$ cat src/rtl/servo_pulse_guard.sv
// Servo PWM guard: clamps pulse high time, measures width, flags lost/stuck input.
// Define SERVO_GUARD_HOLD_EN to regenerate the last clamped pulse while in FAULT.
module servo_pulse_guard #(
    parameter int MIN_HIGH   = 100000,
    parameter int MAX_HIGH   = 200000,
    parameter int PERIOD_MAX = 2500000,
    parameter int PERIOD_NOM = 2000000,
    parameter int CNT_W      = 22
) (
    input  logic             sysclk,
    input  logic             reset,
    input  logic             Pulse_In,
    output logic             Pulse_Out,
    output logic             Fault,
    output logic [1:0]       Fault_Code,
    output logic [CNT_W-1:0] Width,
    output logic             Width_Valid,
    output logic             Clamp
);

    typedef enum logic [1:0] {IDLE, HIGH, LOW, FAULT} state_t;

    localparam logic [CNT_W:0]   ONE_C  = (CNT_W+1)'(1);
    localparam logic [CNT_W:0]   MIN_C  = (CNT_W+1)'(MIN_HIGH);
    localparam logic [CNT_W:0]   MAX_C  = (CNT_W+1)'(MAX_HIGH);
    localparam logic [CNT_W:0]   PMAX_C = (CNT_W+1)'(PERIOD_MAX);
    localparam logic [CNT_W-1:0] PMAX_N = CNT_W'(PERIOD_MAX);

    if ((64'(PERIOD_MAX) >= (64'd1 << CNT_W)) || (MIN_HIGH > MAX_HIGH) ||
        (PERIOD_NOM <= MAX_HIGH)) begin : g_bad_cfg
        $error("servo_pulse_guard: inconsistent parameters");
    end

    state_t           state;
    logic             s1, s, s_d;
    logic [CNT_W-1:0] cnt;
    logic [CNT_W:0]   cnt_inc;
    logic [CNT_W-1:0] cnt_sat;
    logic             rise, fall, at_max;

    assign rise    = s & ~s_d;
    assign fall    = ~s & s_d;
    assign cnt_inc = {1'b0, cnt} + ONE_C;
    assign at_max  = cnt_inc >= PMAX_C;
    assign cnt_sat = at_max ? PMAX_N : cnt_inc[CNT_W-1:0];

`ifdef SERVO_GUARD_HOLD_EN
    localparam logic [CNT_W:0]   NOM_C = (CNT_W+1)'(PERIOD_NOM);
    localparam logic [CNT_W-1:0] MIN_N = CNT_W'(MIN_HIGH);
    localparam logic [CNT_W-1:0] MAX_N = CNT_W'(MAX_HIGH);

    logic [CNT_W-1:0] hcnt, hold_len;
    logic [CNT_W:0]   hcnt_inc;

    assign hcnt_inc = {1'b0, hcnt} + ONE_C;
`endif

    always_ff @(posedge sysclk or posedge reset) begin
        if (reset) begin
            state       <= IDLE;
            s1          <= 1'b0;
            s           <= 1'b0;
            s_d         <= 1'b0;
            cnt         <= '0;
            Pulse_Out   <= 1'b0;
            Fault       <= 1'b0;
            Fault_Code  <= 2'b00;
            Width       <= '0;
            Width_Valid <= 1'b0;
            Clamp       <= 1'b0;
`ifdef SERVO_GUARD_HOLD_EN
            hcnt        <= '0;
            hold_len    <= MIN_N;
`endif
        end else begin
            s1          <= Pulse_In;
            s           <= s1;
            s_d         <= s;
            cnt         <= rise ? '0 : cnt_sat;
            Width_Valid <= 1'b0;
            Clamp       <= 1'b0;
            case (state)
                IDLE, LOW: begin
                    if (rise) begin
                        state     <= HIGH;
                        Pulse_Out <= 1'b1;
                    end else if (at_max) begin
                        state      <= FAULT;
                        Fault      <= 1'b1;
                        Fault_Code <= 2'b01;
`ifdef SERVO_GUARD_HOLD_EN
                        hcnt       <= '0;
                        Pulse_Out  <= 1'b1;
`else
                        Pulse_Out  <= 1'b0;
`endif
                    end else begin
                        // stretch a short pulse out to MIN_HIGH
                        Pulse_Out <= Pulse_Out & (cnt_inc < MIN_C);
                    end
                end
                HIGH: begin
                    if (fall) begin
                        state       <= LOW;
                        Width       <= cnt_sat;
                        Width_Valid <= 1'b1;
                        Clamp       <= (cnt_inc < MIN_C) | (cnt_inc > MAX_C);
                        Pulse_Out   <= Pulse_Out & (cnt_inc < MIN_C);
`ifdef SERVO_GUARD_HOLD_EN
                        hold_len    <= (cnt_inc < MIN_C) ? MIN_N :
                                       (cnt_inc > MAX_C) ? MAX_N : cnt_sat;
`endif
                    end else if (at_max) begin
                        state      <= FAULT;
                        Fault      <= 1'b1;
                        Fault_Code <= 2'b10;
`ifdef SERVO_GUARD_HOLD_EN
                        hcnt       <= '0;
                        Pulse_Out  <= 1'b1;
`else
                        Pulse_Out  <= 1'b0;
`endif
                    end else begin
                        Pulse_Out <= Pulse_Out & (cnt_inc < MAX_C);
                    end
                end
                FAULT: begin
                    if (rise) begin
                        state     <= HIGH;
                        Fault     <= 1'b0;
                        Pulse_Out <= 1'b1;
                    end else begin
`ifdef SERVO_GUARD_HOLD_EN
                        if (hcnt_inc >= NOM_C) begin
                            hcnt      <= '0;
                            Pulse_Out <= 1'b1;
                        end else begin
                            hcnt      <= hcnt_inc[CNT_W-1:0];
                            Pulse_Out <= hcnt_inc < {1'b0, hold_len};
                        end
`else
                        Pulse_Out <= 1'b0;
`endif
                    end
                end
                default: state <= IDLE;
            endcase
        end
    end

endmodule

$ cat config.mk
export PLATFORM = sky130hd
export DESIGN_NAME = servo_pulse_guard
export DESIGN_NICKNAME = d
export VERILOG_FILES = /design/src/rtl/servo_pulse_guard.sv
export SDC_FILE = /design/constraint.sdc
export NUM_CORES = 1
export LEC_CHECK = 0
export ABC_CLOCK_PERIOD_IN_PS = 6200
export CORE_MARGIN = 1
export CORE_UTILIZATION = 50
export DETAILED_ROUTE_END_ITERATION = 10
export PLACE_DENSITY = 0.77
export SYNTH_ARGS = -nofsm -noshare
export SYNTH_HDL_FRONTEND = slang
export SYNTH_SLANG_ARGS = --single-unit
$ cat constraint.sdc
create_clock -name sysclk -period 6.2 [get_ports sysclk]
set_clock_uncertainty 0.2 [all_clocks]
set_input_delay 1.24 -clock sysclk [delete_from_list [all_inputs] [get_ports sysclk]]
set_output_delay 1.24 -clock sysclk [all_outputs]
set_load 0.05 [all_outputs]
==> flow_summary.toml, run 1 <==
[routing]
drc = 0
avgRoutedWirePerCell_um = 15.4
drtIter0Drc = 199
drtAntennaViolNets = 0
num_vias = 2395
routed_wl_mm = 6.31
first_pass_iters = 4
viasPerCell = 5.86

[clock_tree]
cts-root-buf = "clkbuf_8"
clockBufferDepth = 2
cts_sinks = 55
ctsResizeCount = 0
cts_buffers = 5
clk_latency_ps = 310
clkSlewWorstSetupHoldPaths_ps = 100
cts_tree = "built"
ctsHoldBuffers = 0
cts_setup_buffers = 0
cts-htree-levels = 2

[worst_setup_path]
path_max_fanout = 16
crit_slowest_cell = "or4_1"
required_ps = 6240
path_cells = "nand3_1, or3_1, or4_1, o211ai_2, a2111oi_2, a21oi_4, nand2_1, o21ai_0"
r2r-start = "cnt[2]"
cp-start-kind = "register"
r2r_cells = 8
timing_worst_setup_path_type = "reg -> reg"
rrSetupSlack_ps = 2670
r2r_end = "Width[9]"
arrival_ps = 3560
cp_slowest_stage_delay_ps = 560
cp-end-kind = "register"

[synth]
ys_seq_area_share_pct = 47.4
netlist_top_cells_count = "55 x dfrtp_1, 38 x nor2_1, 33 x nand2_1, 17 x a21oi_1, 17 x o21ai_0"
synth.area.top_cells = "dfrtp_1 47%, nor2_1 4.9%, nand2_1 4.3%"
yosysUniqueCellTypes = 52
yosysTopAreaCellShare_pct = 47.4
synth.most_common_cell = "dfrtp_1"
synthesis.nets = 324
synth_ff_type = "dfrtp_1"
yosys.area.top_type = "dfrtp_1"
synth.avg_cell_area_sq_um = 9.10
yosysWarnings = 0
syn_inst = 319
ys_ff_latch = 55
synth_area_sq_mm = 0.00290
synthArstFlopShare_pct = 100
synth-edff-count = 0

[sta]
setup_viol = 0
post-route-period-util_pct = 56.9
finalMaxSlewViolations = 0
rsz0062_at_grt = "no"
finalSetupTns_ps = 0
slew_headroom_pct = 26.2
hold_viol = 0
fmax_ghz = 0.284
layout_min_cycle_time_ps = 3530
worst_pin_slew_ps = 1110

[global_route]
grt_first_pass_wirelength_mm = 10.7
grt_start_max_net_pins = 56
antenna_found_initial = 0
grt_overflow = 0
grt_usage_pct = 22.3
grt_pass1_vias = 2248

[finish]
syn_to_final_growth_pct = 13.1
layout-drive-gt1-share_pct = 5.04
diodes = 0
nFillCells = 504
final_area_sq_mm = 0.00328
nets = 341

[floorplan]
start_util_pct = 52.4
dieHeight_um = 78.2
io_pins = 31
dieArea_sq_mm = 0.00611
core.rowCount = 27
core-area_sq_mm = 0.00554
fp.dieW_um = 78.2

[min_path]
holdCritPathClass = "reg -> reg"
min_path_cells = 0
worstHoldEndpoint = "s"
hold_start = "s1"

[placement]
place.gp.congestion = 0.887
port-buffer-count = 30
dpl-instance-area_sq_mm = 0.00319
place.detailed.hpwl_mm = 4.54

[run]
maxCapViolations = 0

[power_and_ir_drop]
vdd_drop_max_v = 0.000230
p_leak_nw = 1.30
powerDensity_mw_per_mm2 = 297

[status]
status = "completed"
==> placed cells by master (no fill, tap or decap), types with 2 or more instances in the layout <==
cell | Yosys | layout
o211ai_1 | 4 | 4
inv_1 | 7 | 6
dfrtp_1 | 55 | 55
o21ai_1 | 10 | 10
mux2i_1 | 2 | 2
xor2_1 | 4 | 4
ha_1 | 2 | 2
clkbuf_8 | 0 | 5
nand2b_1 | 3 | 3
a21oi_1 | 17 | 17
o22ai_1 | 2 | 2
and3_1 | 7 | 7
or4_1 | 2 | 2
or3_1 | 3 | 3
clkdlybuf4s50_1 | 0 | 30
nor2_1 | 38 | 38
and2_1 | 4 | 4
inv_6 | 0 | 2
a21boi_0 | 3 | 3
and4_1 | 6 | 6
xnor2_1 | 14 | 14
nor2b_1 | 3 | 3
nor4b_1 | 2 | 2
nor3_1 | 10 | 10
nand3_1 | 9 | 9
nand4b_1 | 2 | 2
a211o_1 | 3 | 3
or2_2 | 2 | 2
nand2_1 | 33 | 33
o21ai_0 | 17 | 17
nor4_1 | 2 | 2
a31oi_1 | 5 | 5
nand4_1 | 8 | 8
o31ai_1 | 3 | 3
==> worst max path at each step <==
stage,startpoint,end,slack (ps),cells after the start
after floorplan,cnt[0],Width[1],3280,11
after global placement,cnt[0],Width[12],2810,9
after detailed placement,cnt[2],Width[20],2680,8
after CTS,cnt[2],Width[20],2660,8
after global routing,cnt[0],Width[9],2340,9
final,cnt[2],Width[9],2670,8
==> cell type report <==
| class | count | area, sq um | area share [%] |
|---|---|---|---|
| repair buffers | 30 | 300 | 9.15 |
| inverters | 8 | 30.0 | 0.915 |
| multi-input cells | 236 | 1390 | 42.5 |
| clock buffers | 5 | 68.8 | 2.10 |
| clock inverters | 3 | 22.5 | 0.686 |
| flip-flops and latches | 55 | 1380 | 41.9 |
| well taps | 72 | 90.1 | 2.74 |
==> power by group <==
part	total [mW]	switching (mW)	internal [mW]
registers	0.452	0.0439	0.408
clock network	0.205	0.123	0.0820
logic	0.319	0.216	0.103
==> critical path, delay by kind of cell (launching register included) <==
kind             cells  cell delay (ps)
AO/OA/AOI/OAI        4              880
flip-flops           1              510
AND/OR/NAND/NOR      4             1860
==> metrics by stage <==
stage / worst slack (ps) / cells / total power, mW / utilization [%] / hold slack [ps]
after global placement: 2810 / 401 / 0.774 / 57.6 / 137
after floorplan: 3280 / 319 / 0.682 / - / 131
after detailed placement: 2680 / 401 / 0.777 / 57.6 / 143
final: 2670 / 409 / 0.976 / 59.2 / 168
after CTS: 2660 / 409 / 0.982 / 59.2 / 173
after global routing: 2340 / 409 / 1.02 / 59.2 / 183
==> kinds of logic after synthesis <==
| kind of cell | Yosys count | share of synthesized area (%) |
|---|---|---|
| AOI/OAI and AO/OA | 76 | 16.8 |
| xor gates and xnor gates | 18 | 5.43 |
| adders and majority gates | 2 | 0.862 |
| buffers and inverters | 28 | 4.53 |
| DFF | 55 | 47.4 |
| muxes | 2 | 0.690 |
| and+or+nand+nor | 138 | 24.3 |
==> sequential cells by signal, summed over array words and instances, names as in the netlist, 2 cells and up <==
name / cells
state: 2
Width: 22
cnt: 22
Fault_Code: 2
==> routing by layer <==
| metal | GRT usage, % | up-vias | part of all wire, % |
|---|---|---|---|
| li1 | - | 1175 | - |
| met1 | 31.7 | 1145 | 48 |
| met2 | 33.9 | 63 | 45 |
| met3 | 3.84 | 12 | 4.5 |
| met4 | 8.70 | 0 | 2.3 |
| met5 | 0 | - | 0 |
(Power assumes the default switching activity.)
==> run 2: changes to the inputs <==
--- a/config.mk
+++ b/config.mk
@@ -5,7 +5,7 @@
 export SDC_FILE = /design/constraint.sdc
 export NUM_CORES = 1
 export LEC_CHECK = 0
-export ABC_CLOCK_PERIOD_IN_PS = 6200
+export ABC_CLOCK_PERIOD_IN_PS = 3600
 export CORE_MARGIN = 1
 export CORE_UTILIZATION = 50
 export DETAILED_ROUTE_END_ITERATION = 10
==> constraint.sdc (replaced) <==
create_clock -name sysclk -period 3.6 [get_ports sysclk]
set_clock_uncertainty 0.2 [all_clocks]
set_input_delay 0.72 -clock sysclk [delete_from_list [all_inputs] [get_ports sysclk]]
set_output_delay 0.72 -clock sysclk [all_outputs]
set_load 0.05 [all_outputs]
==> flow_summary.toml, run 2 (synthesis results as in run 1) <==
[status]
status = "completed"

[routing]
drc = 0
first_pass_iters = 4
viasPerCell = 5.75
avgRoutedWirePerCell_um = 15.0
drtIter0Drc = 240
drtAntennaViolNets = 0
num_vias = 2386
routed_wl_mm = 6.24

[global_route]
grt_start_max_net_pins = 32
grt_usage_pct = 22.6
grt_pass1_vias = 2242
grt_first_pass_wirelength_mm = 10.8
antenna_found_initial = 0
grt_overflow = 0

[sta]
finalMaxSlewViolations = 0
post-route-period-util_pct = 89.8
worst_pin_slew_ps = 808
layout_min_cycle_time_ps = 3230
setup_viol = 0
slew_headroom_pct = 46.0
fmax_ghz = 0.309
holdWs_ps = 167
finalSetupTns_ps = 0
rsz0062_at_grt = "no"
hold_viol = 0

[worst_setup_path]
r2r-start = "cnt[0]"
required_ps = 3610
crit_start = "cnt[0]"
arrival_ps = 3240
r2r_end = "Width[1]"
r2r_cells = 9
path_max_fanout = 16
timing_worst_setup_path_type = "reg -> reg"
cp-start-kind = "register"
cp-end-kind = "register"
rrSetupSlack_ps = 370

[clock_tree]
cts_tree = "built"
clkSlewWorstSetupHoldPaths_ps = 90
clockBufferDepth = 2
cts_sinks = 55
cts-root-buf = "clkbuf_8"
ctsHoldBuffers = 0
ctsResizeCount = 0
clk_latency_ps = 310
cts-htree-levels = 2
cts_setup_buffers = 0
cts_buffers = 5

[min_path]
worstHoldEndpoint = "s"
min_path_cells = 0
holdCritPathClass = "reg -> reg"
hold_start = "s1"

[run]
maxCapViolations = 0

[finish]
final_area_sq_mm = 0.00333
nets = 347
most-common-layout-cells = "55 x dfrtp_1, 38 x nor2_1, 33 x nand2_1"
diodes = 0
utilization_pct = 60.1
nFillCells = 519
syn_to_final_growth_pct = 14.7
final_common_cell = "dfrtp_1"
reg_top3 = "Width: 22 flops, cnt: 22 flops"
final_cells = 415
layout-drive-gt1-share_pct = 7.00

[power_and_ir_drop]
vdd_drop_max_v = 0.000379
clkPwrFrac_pct = 19.9
p_leak_nw = 1.32
switchingPower_mw = 0.651
powerDensity_mw_per_mm2 = 503
swShare_pct = 38.8
pwr-share-comb_pct = 33.5
p_seq_share_pct = 46.6
internal_power_mw = 1.02

[placement]
place.detailed.hpwl_mm = 4.57
place.gp.congestion = 0.883
port-buffer-count = 30
dpl-instance-area_sq_mm = 0.00324
dp.cells = 407

[floorplan]
dieHeight_um = 78.2
core.rowCount = 27
fp.dieW_um = 78.2
start_util_pct = 52.4
dieArea_sq_mm = 0.00611
io_pins = 31
core-area_sq_mm = 0.00554
==> run 2: area by class of cell <==
| class | instances | area [sq um] | area share (%) |
|---|---|---|---|
| Timing Repair Buffer | 36 | 345 | 10.4 |
| Clock buffer | 6 | 72.6 | 2.18 |
| Tap cell | 72 | 90.1 | 2.71 |
| Sequential cell | 55 | 1380 | 41.4 |
| Multi-Input combinational cell | 236 | 1400 | 42.1 |
| Clock inverter | 2 | 12.5 | 0.376 |
| Inverter | 8 | 30.0 | 0.902 |
==> run 2: critical path: stages, from the launching register on <==
cell	delay [ps]
dfrtp_1	450
ha_2	300
nand4_1	210
nor4b_1	360
xnor2_1	290
o211ai_1	190
a2111oi_2	470
a21oi_4	190
and2_1	270
a22o_1	200
==> run 2: through the flow <==
stage          power, mW  setup WS [ps]
2_1_floorplan       1.17            677
3_3_place_gp        1.35            435
3_5_place_dp        1.35            308
4_1_cts             1.69            291
5_1_grt             1.75           81.9
6_report            1.68            367
==> run 2: worst max path at each step <==
stage	end
2_1_floorplan	Width[1]
4_1_cts	Width[1]
3_5_place_dp	Width[1]
3_3_place_gp	Width[20]
6_report	Width[1]
5_1_grt	Width[9]
==> run 2: power by group through the flow <==
| stage | Combinational [mW] | Sequential (mW) | Clock, mW |
|---|---|---|---|
| 3_5_place_dp | 0.561 | 0.790 | 0 |
| 5_1_grt | 0.600 | 0.793 | 0.361 |
| 2_1_floorplan | 0.206 | 0.968 | 0 |
| 6_report | 0.562 | 0.781 | 0.333 |
| 4_1_cts | 0.565 | 0.779 | 0.341 |
| 3_3_place_gp | 0.558 | 0.788 | 0 |
==> run 2: per-layer routing <==
layer	wire length, um	GRT usage (%)
met5	0	0
met4	109	8.15
met3	305	3.95
met2	2850	34.4
met1	2980	32.3
